File: src/rtl/clock_pkg.sv
// Shared state encoding, field widths and default terminal values for the clock
// timekeeping controller.
package clock_pkg;

    typedef enum logic [1:0] {
        Run    = 2'd0,
        SetHr  = 2'd1,
        SetMin = 2'd2
    } state_e;

    localparam int unsigned HR_W  = 6;
    localparam int unsigned MIN_W = 6;
    localparam int unsigned SEC_W = 6;

    localparam int unsigned HR_MAX_DEF  = 23;
    localparam int unsigned MIN_MAX_DEF = 59;
    localparam int unsigned SEC_MAX_DEF = 59;

    // The mode button walks the states in a fixed ring.
    function automatic state_e next_mode_state(input state_e cur);
        state_e nxt;
        case (cur)
            Run:     nxt = SetHr;
            SetHr:   nxt = SetMin;
            default: nxt = Run;
        endcase
        return nxt;
    endfunction

endpackage

File: src/rtl/mod_counter.sv
// Modulo counter with synchronous clear; wraps to zero once count reaches or
// exceeds MAX, so an out-of-range value self-corrects on its next advance.
module mod_counter
    import clock_pkg::*;
#(
    parameter int unsigned WIDTH = SEC_W,
    parameter int unsigned MAX   = SEC_MAX_DEF
) (
    input  logic             clk,
    input  logic             rst_n,
    input  logic             clr,
    input  logic             en,
    output logic [WIDTH-1:0] count,
    output logic             wrap
);

    localparam logic [WIDTH-1:0] MaxVal = WIDTH'(MAX);

    logic [WIDTH-1:0] count_q;
    logic [WIDTH-1:0] count_d;
    logic             at_max;

    assign at_max = (count_q >= MaxVal);

    // Clear beats enable; the carry out still reflects the enable.
    always_comb begin
        count_d = count_q;
        if (clr) begin
            count_d = '0;
        end else if (en) begin
            count_d = at_max ? '0 : count_q + WIDTH'(1);
        end
    end

    always_ff @(posedge clk) begin
        if (!rst_n) begin
            count_q <= '0;
        end else begin
            count_q <= count_d;
        end
    end

    assign count = count_q;
    assign wrap  = en && at_max;

endmodule

File: src/rtl/clock_time_ctrl.sv
// Timekeeping and time-set controller: owns hr/min/sec, sequences roll-over and
// runs the two-button set-mode state machine.
module clock_time_ctrl
    import clock_pkg::*;
#(
    parameter int unsigned HR_MAX  = HR_MAX_DEF,
    parameter int unsigned MIN_MAX = MIN_MAX_DEF,
    parameter int unsigned SEC_MAX = SEC_MAX_DEF
) (
    input  logic            clk,
    input  logic            rst_n,
    input  logic            tick_1hz,
    input  logic            btn_mode,
    input  logic            btn_inc,
    output logic [0:HR_W-1]  hr,
    output logic [0:MIN_W-1] min,
    output logic [0:SEC_W-1] sec,
    output logic            set_hr,
    output logic            set_min,
    output logic            blink,
    output logic            day_pulse
);

    state_e state_q;
    state_e state_d;

    logic in_run;
    logic in_set_hr;
    logic in_set_min;
    logic inc_ok;

    logic sec_en;
    logic sec_clr;
    logic sec_wrap;
    logic min_en;
    logic min_wrap;
    logic hr_en;
    logic hr_wrap;

    logic [SEC_W-1:0] sec_cnt;
    logic [MIN_W-1:0] min_cnt;
    logic [HR_W-1:0]  hr_cnt;

    logic blink_q;
    logic blink_d;
    logic day_pulse_q;
    logic day_pulse_d;
    logic set_hr_q;
    logic set_hr_d;
    logic set_min_q;
    logic set_min_d;

    assign in_run     = (state_q == Run);
    assign in_set_hr  = (state_q == SetHr);
    assign in_set_min = (state_q == SetMin);

    // Mode wins over a coincident increment.
    assign inc_ok = btn_inc && !btn_mode;

    // A tick coincident with mode in RUN still carries; the sec clear on entry
    // into SET_HR then overrides the sec update.
    assign sec_en  = in_run && tick_1hz;
    assign sec_clr = in_run && btn_mode;
    assign min_en  = (in_run && sec_wrap) || (in_set_min && inc_ok);
    assign hr_en   = (in_run && min_wrap) || (in_set_hr && inc_ok);

    mod_counter #(
        .WIDTH (SEC_W),
        .MAX   (SEC_MAX)
    ) u_sec (
        .clk   (clk),
        .rst_n (rst_n),
        .clr   (sec_clr),
        .en    (sec_en),
        .count (sec_cnt),
        .wrap  (sec_wrap)
    );

    mod_counter #(
        .WIDTH (MIN_W),
        .MAX   (MIN_MAX)
    ) u_min (
        .clk   (clk),
        .rst_n (rst_n),
        .clr   (1'b0),
        .en    (min_en),
        .count (min_cnt),
        .wrap  (min_wrap)
    );

    mod_counter #(
        .WIDTH (HR_W),
        .MAX   (HR_MAX)
    ) u_hr (
        .clk   (clk),
        .rst_n (rst_n),
        .clr   (1'b0),
        .en    (hr_en),
        .count (hr_cnt),
        .wrap  (hr_wrap)
    );

    always_comb begin
        state_d     = state_q;
        blink_d     = blink_q;
        day_pulse_d = in_run && hr_wrap;

        if (btn_mode) begin
            state_d = next_mode_state(state_q);
        end

        // Blink runs only while parked in a SET state; any transition resets it.
        if (state_d == Run || state_d != state_q) begin
            blink_d = 1'b0;
        end else if (tick_1hz) begin
            blink_d = ~blink_q;
        end

        set_hr_d  = (state_d == SetHr);
        set_min_d = (state_d == SetMin);
    end

    always_ff @(posedge clk) begin
        if (!rst_n) begin
            state_q     <= Run;
            blink_q     <= 1'b0;
            day_pulse_q <= 1'b0;
            set_hr_q    <= 1'b0;
            set_min_q   <= 1'b0;
        end else begin
            state_q     <= state_d;
            blink_q     <= blink_d;
            day_pulse_q <= day_pulse_d;
            set_hr_q    <= set_hr_d;
            set_min_q   <= set_min_d;
        end
    end

    assign hr        = hr_cnt;
    assign min       = min_cnt;
    assign sec       = sec_cnt;
    assign set_hr    = set_hr_q;
    assign set_min   = set_min_q;
    assign blink     = blink_q;
    assign day_pulse = day_pulse_q;

    a_one_set_field: assert property (@(posedge clk) disable iff (!rst_n)
        !(set_hr && set_min));

endmodule

File: config.mk
export PLATFORM = sky130hd
export DESIGN_NAME = clock_time_ctrl
export DESIGN_NICKNAME = d
export VERILOG_FILES = /design/src/rtl/clock_pkg.sv /design/src/rtl/mod_counter.sv /design/src/rtl/clock_time_ctrl.sv
export SDC_FILE = /design/constraint.sdc
export NUM_CORES = 1
export LEC_CHECK = 0
export CAP_MARGIN = 10
export CORE_MARGIN = 8
export CORE_UTILIZATION = 49
export CTS_CLUSTER_SIZE = 25
export DETAILED_ROUTE_END_ITERATION = 10
export PLACE_DENSITY = 0.77
export SLEW_MARGIN = 10
export SYNTH_ARGS = -nofsm -noshare
export SYNTH_HDL_FRONTEND = slang
export SYNTH_SLANG_ARGS = --single-unit
File: constraint.sdc
create_clock -name clk -period 1.8 [get_ports clk]
set_clock_uncertainty 0.05 [all_clocks]
set_input_delay 0.36 -clock clk [delete_from_list [all_inputs] [get_ports clk]]
set_output_delay 0.36 -clock clk [all_outputs]
set_load 0.005 [all_outputs]
# After elaboration in Yosys (flattened, before gate mapping)
# Index checks and enable logic that the tools add are counted.
word_totals:
  reg_bits: 24
  output_inout_bits: 22
op_classes:
  n_addsub: 3
  n_lt_le_gt_ge: 3
  eq_ne: 5
  mux: 5
  bitwise_logic: 2
  reduce_logical: 19
op_table:
  columns: ["cell", "count"]
  rows:
  - ["6-bit by 1-bit adder with 6-bit output (second input constant)", 3]
  - ["6-bit 2-to-1 mux", 3]
  - ["6-bit greater-or-equal comparator (second input constant)", 2]
  - ["1-bit logical AND", 11]
  - ["6-bit by 5-bit greater-or-equal comparator with 1-bit output (second input constant)", 1]
  - ["2-bit by 1-bit equality test with 1-bit output (second input constant)", 2]
  - ["2-bit equality test (second input constant)", 2]
  - ["2-bit zero test", 2]
  - ["2-bit one-hot mux with 2 select lines", 1]
  - ["2-bit OR reduction", 2]
  - ["1-bit logical OR", 3]
  - ["2-bit 2-to-1 mux", 1]
  - ["2-bit != test", 1]
  - ["1-bit inverter", 2]
  - ["1-bit zero test", 1]

# Logic depth before layout (Yosys ltp)
# Gate-level depths: netlist of the first run.
logic_depth:
  depth_word: 10
  depth_mapped: 5
  depth_no_buf: 5

# Cells and area by module
# A second synthesis of the first run with hierarchy kept.
hier_totals:
  hier_cells: 120
  hier_area_um2: 1171.1
modules_own_cells:
  columns: ["mod", "instances", "cells_per_inst", "area_per_inst_um2", "seq_area_each_um2"]
  rows:
  - ["mod_counter at u_min ...", 2, 33, 314.1, 120.1]
  - ["clock_time_ctrl", 1, 27, 277.8, 120.1]
  - ["mod_counter at u_hr", 1, 27, 265.3, 120.1]

# Least setup slack after synthesis of the first run
# No wires, ideal clock.
synth_path:
  kind: "register to register"
  start: "register u_sec.count_q[0] (netlist: u_sec.count[0])"
  end: "register u_min.count_q[5] (netlist: u_min.count[5])"
  t_arrival_ns: 1.554
  t_required_ns: 1.631
  path_slack_ns: 0.077
  stages_incl_launch_ff: 6
  path_buffers: 0
  period_less_slack_ns: 1.723
  cell_sequence: "dfxtp_1 ha_1 o2111a_4 a31oi_4 or2_2 o221a_2"
synth_via:
  elab_chain_cells: 4
synth_lines:
  columns: ["item", "line_no", "rtl"]
  rows:
  - ["start: declaration", "mod_counter.sv:19", "logic [WIDTH-1:0] count_q;"]
  - ["start signal: assignment", "mod_counter.sv:39", "count_q <= count_d;"]
  - ["6-bit greater-or-equal comparator", "mod_counter.sv:23", "assign at_max = (count_q >= MaxVal);"]
  - ["1-bit logical AND", "mod_counter.sv:44", "assign wrap = en && at_max;"]
  - ["1-bit logical AND", "clock_time_ctrl.sv:64", "assign min_en = (in_run && sec_wrap) || (in_set_min && inc_ok);"]
  - ["1-bit logical OR", "clock_time_ctrl.sv:64", null]
  - ["end signal: assignment", "mod_counter.sv:39", null]
  - ["end: declaration", "mod_counter.sv:19", null]
# Every way passes these cells.
# A chain may end at the register's enable or synchronous reset.

# Worst setup path in the final report of the first run
layout_path:
  start: "register u_sec.count_q[3] (netlist: u_sec.count[3])"
  end: "output port sec[2] (netlist bit)"
layout_rtl:
  columns: ["item", "line_no", "rtl"]
  rows:
  - ["end: declaration", "clock_time_ctrl.sv:17", "output logic [0:SEC_W-1] sec,"]
# No word-level cell between the ends.

==> results of run 1 <==
[worst max path at each step]
stage,start,end,cells past startpoint
4_1_cts,u_min.count[4]$_SDFFE_PN0N_,min[1],1
5_1_grt,u_min.count[5]$_SDFFE_PN0N_,min[0],1
2_1_floorplan,u_sec.count[0]$_SDFFE_PP0N_,u_min.count[5]$_SDFFE_PN0N_,5
3_5_place_dp,tick_1hz,u_hr.count[4]$_SDFFE_PN0P_,5
6_report,u_sec.count[3]$_SDFFE_PP0N_,sec[2],1
3_3_place_gp,tick_1hz,u_sec.count[2]$_SDFFE_PP0N_,6
[Yosys cell counts, types with 2 or more instances]
cell,count,area share
nand2_1,6,0.018
nand3_1,10,0.041
and2_1,2,0.010
and3_1,2,0.010
a21boi_0,4,0.024
ha_1,3,0.030
o211ai_1,3,0.018
nand4_1,2,0.010
a21boi_1,2,0.012
o21ai_0,10,0.041
a21oi_1,3,0.012
nor2b_1,2,0.010
nor3_1,3,0.012
or4_1,3,0.018
a31oi_1,2,0.010
nor2_1,8,0.024
clkbuf_1,6,0.018
nand3b_1,2,0.012
dfxtp_1,24,0.39
xor2_1,2,0.014
nand2b_1,2,0.010
nor4b_1,2,0.014
a211oi_1,2,0.012
o2111a_1,2,0.018
xnor2_1,2,0.014
a31oi_4,2,0.034
o2111ai_1,2,0.014
[power groups by stage]
stage | combinational, mW | clock [mW] | sequential (mW)
after detailed placement | 0.119 | 0 | 0.563
final | 0.120 | 0.226 | 0.552
after global placement | 0.115 | 0 | 0.562
after CTS | 0.120 | 0.234 | 0.551
after global routing | 0.132 | 0.250 | 0.554
after floorplan | 0.0573 | 0 | 0.563
[cell type report]
class	count	area (sq um)	area share
multi-input cells	100	735.7	0.4418
flip-flops and latches	24	485.5	0.2915
repair buffers	42	380.4	0.2284
well taps	30	37.54	0.02254
clock buffers	3	22.52	0.01352
inverters	1	3.754	0.002254
[logic make-up after synthesis]
kind of cell | share of synthesized area
DFF | 0.3891
and+or+nand+nor | 0.2705
buffers and inverters | 0.02532
xor gates and xnor gates | 0.02837
adders and majority gates | 0.03850
AOI/OAI and AO/OA | 0.2482
[flip-flops by register name (all words and copies together) (netlist names)]
name         cells
state_q          2
blink            1
set_hr           1
set_min          1
u_sec.count      6
u_min.count      6
day_pulse        1
u_hr.count       6
[per-layer routing]
layer / up-vias / wire length [um] / track usage
met1: 562 / 1294 / 0.1632
met3: 4 / 189 / 0.03559
li1: 581 / - / -
met5: - / 0 / 0
met2: 27 / 1573 / 0.2545
met4: 0 / 29 / 0.06933
[timing repair]
| action | in CTS | in global routing |
|---|---|---|
| pin swaps | 0 | 1 |
| hold buffers | 0 | 0 |
| setup endpoints to repair | 1 | 7 |
| gates resized for setup | 1 | 5 |
[through the flow]
| step | power [mW] | util | instance area (sq um) |
|---|---|---|---|
| after CTS | 0.9040 | 0.6780 | 1649 |
| after global routing | 0.9366 | 0.6847 | 1665 |
| final | 0.8983 | 0.6847 | 1665 |
| after global placement | 0.6776 | 0.6682 | 1625 |
| after floorplan | 0.6206 | - | 1235 |
| after detailed placement | 0.6813 | 0.6682 | 1625 |
==> results_dict.tcl, run 1 <==
set metrics [dict create \
    antenna_found_initial 0 \
    io_pins 27 \
    cts_buffer_depth 2 \
    fin_hold_ws_ns 0.4815 \
    synth_seq_cells 24 \
    worstPathRequired_ns 1.39 \
    end_kind "output pin" \
    r2r-end "u_hr.count[4]$_SDFFE_PN0P_" \
    hold_depth 2 \
    path_cells "clkdlybuf4s50_1" \
    arrival_ns 1.32 \
    slowest_stage "clkdlybuf4s50_1" \
    setup_viol 0 \
    cts_setup_buffers 0 \
    setup_slack_ns 0.06996 \
    final_common_cell "clkdlybuf4s50_1" \
    synth_flop_cell "dfxtp_1" \
    maxSlewViolCount 0 \
    grt_util_all_layers 0.1467 \
    syn_area_sq_mm 0.001235 \
    power_density_mw_per_mm2 539.4 \
    drt_iter0_drc 80 \
    worstSkewPairLatency_ns 0.30 \
    hp-start "u_hr.count[0]$_SDFFE_PN0P_" \
    start_util 0.5077 \
    yosysWarnings 0 \
    maxCapViolCount 0 \
    gp_congestion 0.7738 \
    status "finished clean" \
    clock_sinks 24 \
    async_flop_share 0 \
    pwr-share-clk 0.251 \
    dieWidth_um 66.20 \
    switching_power_uw 214.8 \
    antenna_left 0 \
    synth_cell_types 46 \
    synth_area_per_cell_sq_um 9.356 \
    hpwlAfterDp_mm 2.346 \
    ys_seq_area_frac 0.3891 \
    p_comb_frac 0.134 \
    swShare 0.2391 \
    p_int_uw 683.5 \
    ir_drop_uv 416.6 \
    layout.cells.non_filler 200 \
    reg2reg_slack_ns 0.09 \
    grt_pass1_vias 1216 \
    grt_pass1_wl_mm 5.250 \
    path_class "register to output pin" \
    dr.pass1.iters 4 \
    synth_cells 132 \
    hold_viol_final 0 \
    slowest_delay_ns 0.55 \
    cts.clk_slew.worst_paths_ns 0.12 \
    critical_path.top_delay_family "buffers and inverters" \
    syn2layout_area_growth_pct 34.85 \
    finalCriticalPeriod_ns 1.730 \
    layout-drive-gt1-share 0.1941 \
    worstSetupStartpointType "register" \
    reg2reg_from "u_min.count[0]$_SDFFE_PN0N_" \
    cts-root-buf "clkbuf_4" \
    dp_slack_ns -0.1527 \
    vias 1174 \
    hold_path.class "register to register" \
    seqPwrFrac 0.615 \
    grt_max_degree 18 \
    cts-buffers-inserted 3 \
    coreArea_sq_mm 0.002432 \
    p_leak_nw 0.6320 \
    reg2reg_depth 5 \
    nFillCells 203 \
    dieArea_sq_mm 0.004382 \
    syn-num-nets 140 \
    path_max_fanout 6 \
    path_buf_inv 1 \
    rsz0062_at_grt "false" \
    vias_per_cell 5.870 \
    slew_headroom 0.7068 \
    mostFrequentLayoutCells "clkdlybuf4s50_1, dfxtp_1, buf_4" \
    die_y_um 66.20 \
    grt_overflow_total 0 \
    final.setup.tns_ns 0 \
    drc 0 \
    dpl.cell_count 197 \
    final_nets 180 \
    htreeDepth 1 \
    io_buffers 26 \
    num_rows 18 \
    post_drt_wl_per_cell_um 15.44 \
    cts_tree "yes" \
    worst_pin_slew_ns 0.4389 \
    fin_crit_sh 0.9611 \
    totalWireLength_mm 3.087 \
    synth_edf_count 0 \
    min_to "u_hr.count[0]$_SDFFE_PN0P_" \
    max_freq_ghz 0.5780 \
    diodes 0 \
]
No activity file was read; power rests on OpenSTA's default activity.
==> run 2: changes to the inputs <==
--- a/config.mk
+++ b/config.mk
@@ -7,10 +7,11 @@
 export LEC_CHECK = 0
 export CAP_MARGIN = 10
 export CORE_MARGIN = 8
-export CORE_UTILIZATION = 49
+export CORE_UTILIZATION = 52
+export CTS_BUF_LIST = sky130_fd_sc_hd__clkbuf_8
 export CTS_CLUSTER_SIZE = 25
 export DETAILED_ROUTE_END_ITERATION = 10
-export PLACE_DENSITY = 0.77
+export PLACE_DENSITY = 0.81
 export SLEW_MARGIN = 10
 export SYNTH_ARGS = -nofsm -noshare
 export SYNTH_HDL_FRONTEND = slang
==> run 2 against run 1 <==
  * Clock power is 36% higher
  * Sequential share of layout area is 0.63 points lower
  * Critical path depth stayed put
  * Total power is 9.2% higher
  * Combinational power hardly changed
  * Critical path type unchanged
==> results_dict.tcl, run 2 (synthesis gave the netlist of run 1 again) <==
set metrics [dict create \
    grt_pass1_vias 1184 \
    path_buf_inv 1 \
    endpoint "min[2]" \
    grt_max_degree 18 \
    mostFrequentLayoutCells "clkdlybuf4s50_1, dfxtp_1, buf_4" \
    cp-startpoint "u_min.count[3]$_SDFFE_PN0N_" \
    io_buffers 26 \
    layout-drive-gt1-share 0.2105 \
    cts_hold_buffers 0 \
    cts_buffer_depth 2 \
    cts.clk_slew.worst_paths_ns 0.08 \
    gp_congestion 0.8517 \
    reg2reg_from "u_min.count[1]$_SDFFE_PN0N_" \
    arrival_ns 1.33 \
    path_max_fanout 10 \
    grt_util_all_layers 0.1560 \
    critical_path.top_delay_family "buffers and inverters" \
    final_common_cell "clkdlybuf4s50_1" \
    clock_sinks 24 \
    cts-buffers-inserted 3 \
    reg2reg_slack_ns 0.08 \
    nFillCells 166 \
    path_cells "clkdlybuf4s50_1" \
    drt_iter0_drc 59 \
    vias_per_cell 5.799 \
    cts_tree "yes" \
    dr.pass1.iters 4 \
    worst_pin_slew_ns 0.4704 \
    vias 1154 \
    ir_drop_uv 465.5 \
    die_y_um 64.73 \
    antenna_left 0 \
    p_leak_nw 0.6452 \
    htreeDepth 1 \
    power_density_mw_per_mm2 577.8 \
    multi_input_area_sq_um 743.2 \
    maxSlewViolCount 0 \
    slowest_delay_ns 0.56 \
    drc 0 \
    hpwlAfterDp_mm 2.345 \
    status "finished clean" \
    antenna_found_initial 0 \
    maxCapViolCount 0 \
    seqCellArea_sq_um 484.2 \
    totalWireLength_mm 3.234 \
    worstPathRequired_ns 1.39 \
    fin_crit_sh 0.9658 \
    start_util 0.5529 \
    max_freq_ghz 0.5752 \
    diodes 0 \
    final_util 0.7602 \
    io_pins 27 \
    slowest_stage "clkdlybuf4s50_1" \
    cts-root-buf "clkbuf_8" \
    final.setup.tns_ns 0 \
    dieWidth_um 64.73 \
    path_class "register to output pin" \
    hold_path.class "primary input to register" \
    worstSetupStartpointType "register" \
    setup_viol 0 \
    end_kind "output pin" \
    coreArea_sq_mm 0.002233 \
    dieArea_sq_mm 0.004190 \
    final_nets 181 \
    worstSkewPairLatency_ns 0.26 \
    slew_headroom 0.6858 \
    grt_pass1_wl_mm 5.444 \
    reg2reg_depth 5 \
    num_rows 17 \
    grt_overflow_total 0 \
    syn2layout_area_growth_pct 37.49 \
    hold_viol_final 0 \
    post_drt_wl_per_cell_um 16.25 \
    finalCriticalPeriod_ns 1.739 \
    cp_num_cells 1 \
    r2r-end "u_hr.count[4]$_SDFFE_PN0P_" \
]
-- run 2: through the flow --
stage	cell area (sq um)	power (mW)	worst slack [ns]	std cells	hold WS, ns
final	1698	0.9811	0.06148	199	0.4399
after detailed placement	1630	0.6793	-0.1915	196	0.4625
after global routing	1698	1.020	-0.007046	199	0.4597
after global placement	1630	0.6749	-0.1419	196	0.4435
after CTS	1672	0.9846	0.01871	199	0.4733
after floorplan	1235	0.6206	0.07689	132	0.4264
-- run 2: final cells by class --
type | instances | area share
inverter | 1 | 0.002211
timing repair buffer | 43 | 0.2299
sequential | 24 | 0.2852
tap | 28 | 0.02063
multi-input combinational | 100 | 0.4377
clock buffer | 3 | 0.02432
-- run 2: how the worst min path moves through the flow --
stage,start,end,slack (ns),cells after the start
after floorplan,u_sec.count[1]$_SDFFE_PP0N_,u_sec.count[1]$_SDFFE_PP0N_,0.43,2
after global placement,u_hr.count[1]$_SDFFE_PN0P_,u_hr.count[1]$_SDFFE_PN0P_,0.44,2
after detailed placement,u_hr.count[1]$_SDFFE_PN0P_,u_hr.count[1]$_SDFFE_PN0P_,0.46,2
after global routing,btn_mode,blink$_SDFFE_PP0P_,0.46,3
after CTS,u_hr.count[1]$_SDFFE_PN0P_,u_hr.count[1]$_SDFFE_PN0P_,0.47,2
final,btn_mode,blink$_SDFFE_PP0P_,0.44,3
-- run 2: report_power, final --
part | switching, mW | leakage (nW) | internal, mW
Combinational | 0.0550 | 0.428 | 0.0642
Sequential | 0.0126 | 0.196 | 0.541
Clock | 0.159 | 0.0216 | 0.149
-- run 2: timing repair --
action | CTS | global route
buffers inserted | 0 | 0
endpoints found under the setup margin | 0 | 10
resized for setup | 0 | 9
-- run 2: routing by layer --
metal | share of wire | vias up | track usage | routed length (um)
met1 | 0.42 | 543 | 0.1720 | 1359
met3 | 0.047 | 6 | 0.04124 | 153
met2 | 0.52 | 21 | 0.2770 | 1672
met4 | 0.015 | 0 | 0.06267 | 49
met5 | 0 | - | 0 | 0
li1 | - | 584 | - | -
==> run 3: changes to the inputs <==
--- a/config.mk
+++ b/config.mk
@@ -11,7 +11,9 @@
 export CTS_BUF_LIST = sky130_fd_sc_hd__clkbuf_8
 export CTS_CLUSTER_SIZE = 25
 export DETAILED_ROUTE_END_ITERATION = 10
+export GPL_ROUTABILITY_DRIVEN = 0
 export PLACE_DENSITY = 0.81
+export RECOVER_POWER = 50
 export SLEW_MARGIN = 10
 export SYNTH_ARGS = -nofsm -noshare
 export SYNTH_HDL_FRONTEND = slang
==> run 3 against run 2 <==
  * Worst setup slack better by 0.0023 ns
  * Clock power is essentially flat
  * Wire length about the same
  * Maximum frequency increased by 0.13%
  * Sequential share of layout area unchanged
==> results_dict.tcl, run 3 (synthesis gave the netlist of run 1 again) <==
set metrics [dict create \
    layout-drive-gt1-share 0.2105 \
    setup_slack_ns 0.06380 \
    fin_crit_sh 0.9646 \
    slowest_delay_ns 0.56 \
    status "finished clean" \
    grt_overflow_total 0 \
    cts.clk_slew.worst_paths_ns 0.08 \
    cts_tree "yes" \
    maxCapViolCount 0 \
    post_drt_wl_per_cell_um 16.25 \
    cp_num_cells 1 \
    path_cells "clkdlybuf4s50_1" \
    cts_setup_buffers 0 \
    dpl.cell_count 196 \
    grt_max_degree 18 \
    nFillCells 166 \
    cp-startpoint "u_min.count[3]$_SDFFE_PN0N_" \
    die_y_um 64.73 \
    finalInstanceArea_sq_mm 0.001698 \
    io_buffers 26 \
    syn2layout_area_growth_pct 37.49 \
    end_kind "output pin" \
    cts-root-buf "clkbuf_8" \
    io_pins 27 \
    worstSetupStartpointType "register" \
    final_nets 181 \
    power_density_mw_per_mm2 576.4 \
    dr.pass1.iters 4 \
    slew_headroom 0.6865 \
    vias_per_cell 5.804 \
    hold_viol_final 0 \
    grt_pass1_vias 1184 \
    path_class "register to output pin" \
    cts_hold_buffers 0 \
    r2r-end "u_hr.count[4]$_SDFFE_PN0P_" \
    cts_buffer_depth 2 \
    start_util 0.5529 \
    layout.cells.non_filler 199 \
    slowest_stage "clkdlybuf4s50_1" \
    worst_pin_slew_ns 0.4693 \
    power_uw 978.6 \
    maxSlewViolCount 0 \
    hold_path.class "primary input to register" \
    vias 1155 \
    diodes 0 \
    num_rows 17 \
    postCtsResizedCells 0 \
    htreeDepth 1 \
    path_buf_inv 1 \
    endpoint "min[2]" \
    dieWidth_um 64.73 \
    antenna_left 0 \
    cts-buffers-inserted 3 \
    reg2reg_from "u_min.count[1]$_SDFFE_PN0N_" \
    drt_iter0_drc 45 \
    ir_drop_uv 464.9 \
    final_common_cell "dfxtp_1" \
    reg2reg_depth 5 \
    finalCriticalPeriod_ns 1.736 \
    placed_area_sq_mm 0.001630 \
    reg2reg_slack_ns 0.09 \
    worstPathRequired_ns 1.39 \
    clock_sinks 24 \
    mostFrequentLayoutCells "dfxtp_1, buf_4, clkdlybuf4s50_1" \
    dp_slack_ns -0.1915 \
    arrival_ns 1.33 \
    dieArea_sq_mm 0.004190 \
    path_max_fanout 10 \
    coreArea_sq_mm 0.002233 \
    totalWireLength_mm 3.233 \
    setup_viol 0 \
    worstSkewPairLatency_ns 0.26 \
    antenna_found_initial 0 \
    max_freq_ghz 0.5760 \
    p_leak_nw 0.6815 \
    drc 0 \
    critical_path.top_delay_family "buffers and inverters" \
    grt_util_all_layers 0.1560 \
    hpwlAfterDp_mm 2.345 \
    grt_pass1_wl_mm 5.444 \
]
## run 3: per-stage QoR
step	utilization	hold WS [ns]	TNS, ns
after floorplan	-	0.4264	0
after global placement	0.7300	0.4435	-1.057
after detailed placement	0.7300	0.4625	-1.647
after CTS	0.7485	0.4733	0
after global routing	0.7602	0.4597	-0.001424
final	0.7602	0.4423	0
## run 3: worst register-to-register path, delay by kind of cell, from the launching register on
| family | cells | cell delay [ns] |
|---|---|---|
| simple gates | 1 | 0.50 |
| fa+ha+maj | 1 | 0.23 |
| flops | 1 | 0.38 |
| compound gates | 3 | 0.50 |
## run 3: final cells by class
cell class                      count  area (sq um)  area share
Multi-Input combinational cell    100         743.2      0.4377
Sequential cell                    24         484.2      0.2852
Timing Repair Buffer               43         390.4      0.2299
Clock buffer                        3         41.29     0.02432
Tap cell                           28         35.03     0.02063
Inverter                            1         3.754    0.002211
## run 3: worst min path at each step
stage,slack [ns],depth (start not counted),start,to
floorplan,0.43,2,u_sec.count[1]$_SDFFE_PP0N_,u_sec.count[1]$_SDFFE_PP0N_
global placement,0.44,2,u_hr.count[1]$_SDFFE_PN0P_,u_hr.count[1]$_SDFFE_PN0P_
detailed placement,0.46,2,u_hr.count[1]$_SDFFE_PN0P_,u_hr.count[1]$_SDFFE_PN0P_
CTS,0.47,2,u_hr.count[1]$_SDFFE_PN0P_,u_hr.count[1]$_SDFFE_PN0P_
global route,0.46,3,btn_mode,blink$_SDFFE_PP0P_
finish,0.44,3,btn_mode,blink$_SDFFE_PP0P_
## run 3: where the power goes
| part | total, mW | internal [mW] | switching, mW | leakage (nW) |
|---|---|---|---|---|
| clock network | 0.308 | 0.149 | 0.159 | 0.0216 |
| logic | 0.117 | 0.0620 | 0.0550 | 0.464 |
| registers | 0.553 | 0.541 | 0.0124 | 0.196 |
## run 3: metal layers
layer,GRT usage,vias to the layer above,part of all wire
met3,0.04124,6,0.047
met5,0,-,0
li1,-,583,-
met1,0.1720,545,0.42
met4,0.06267,0,0.015
met2,0.2770,21,0.52
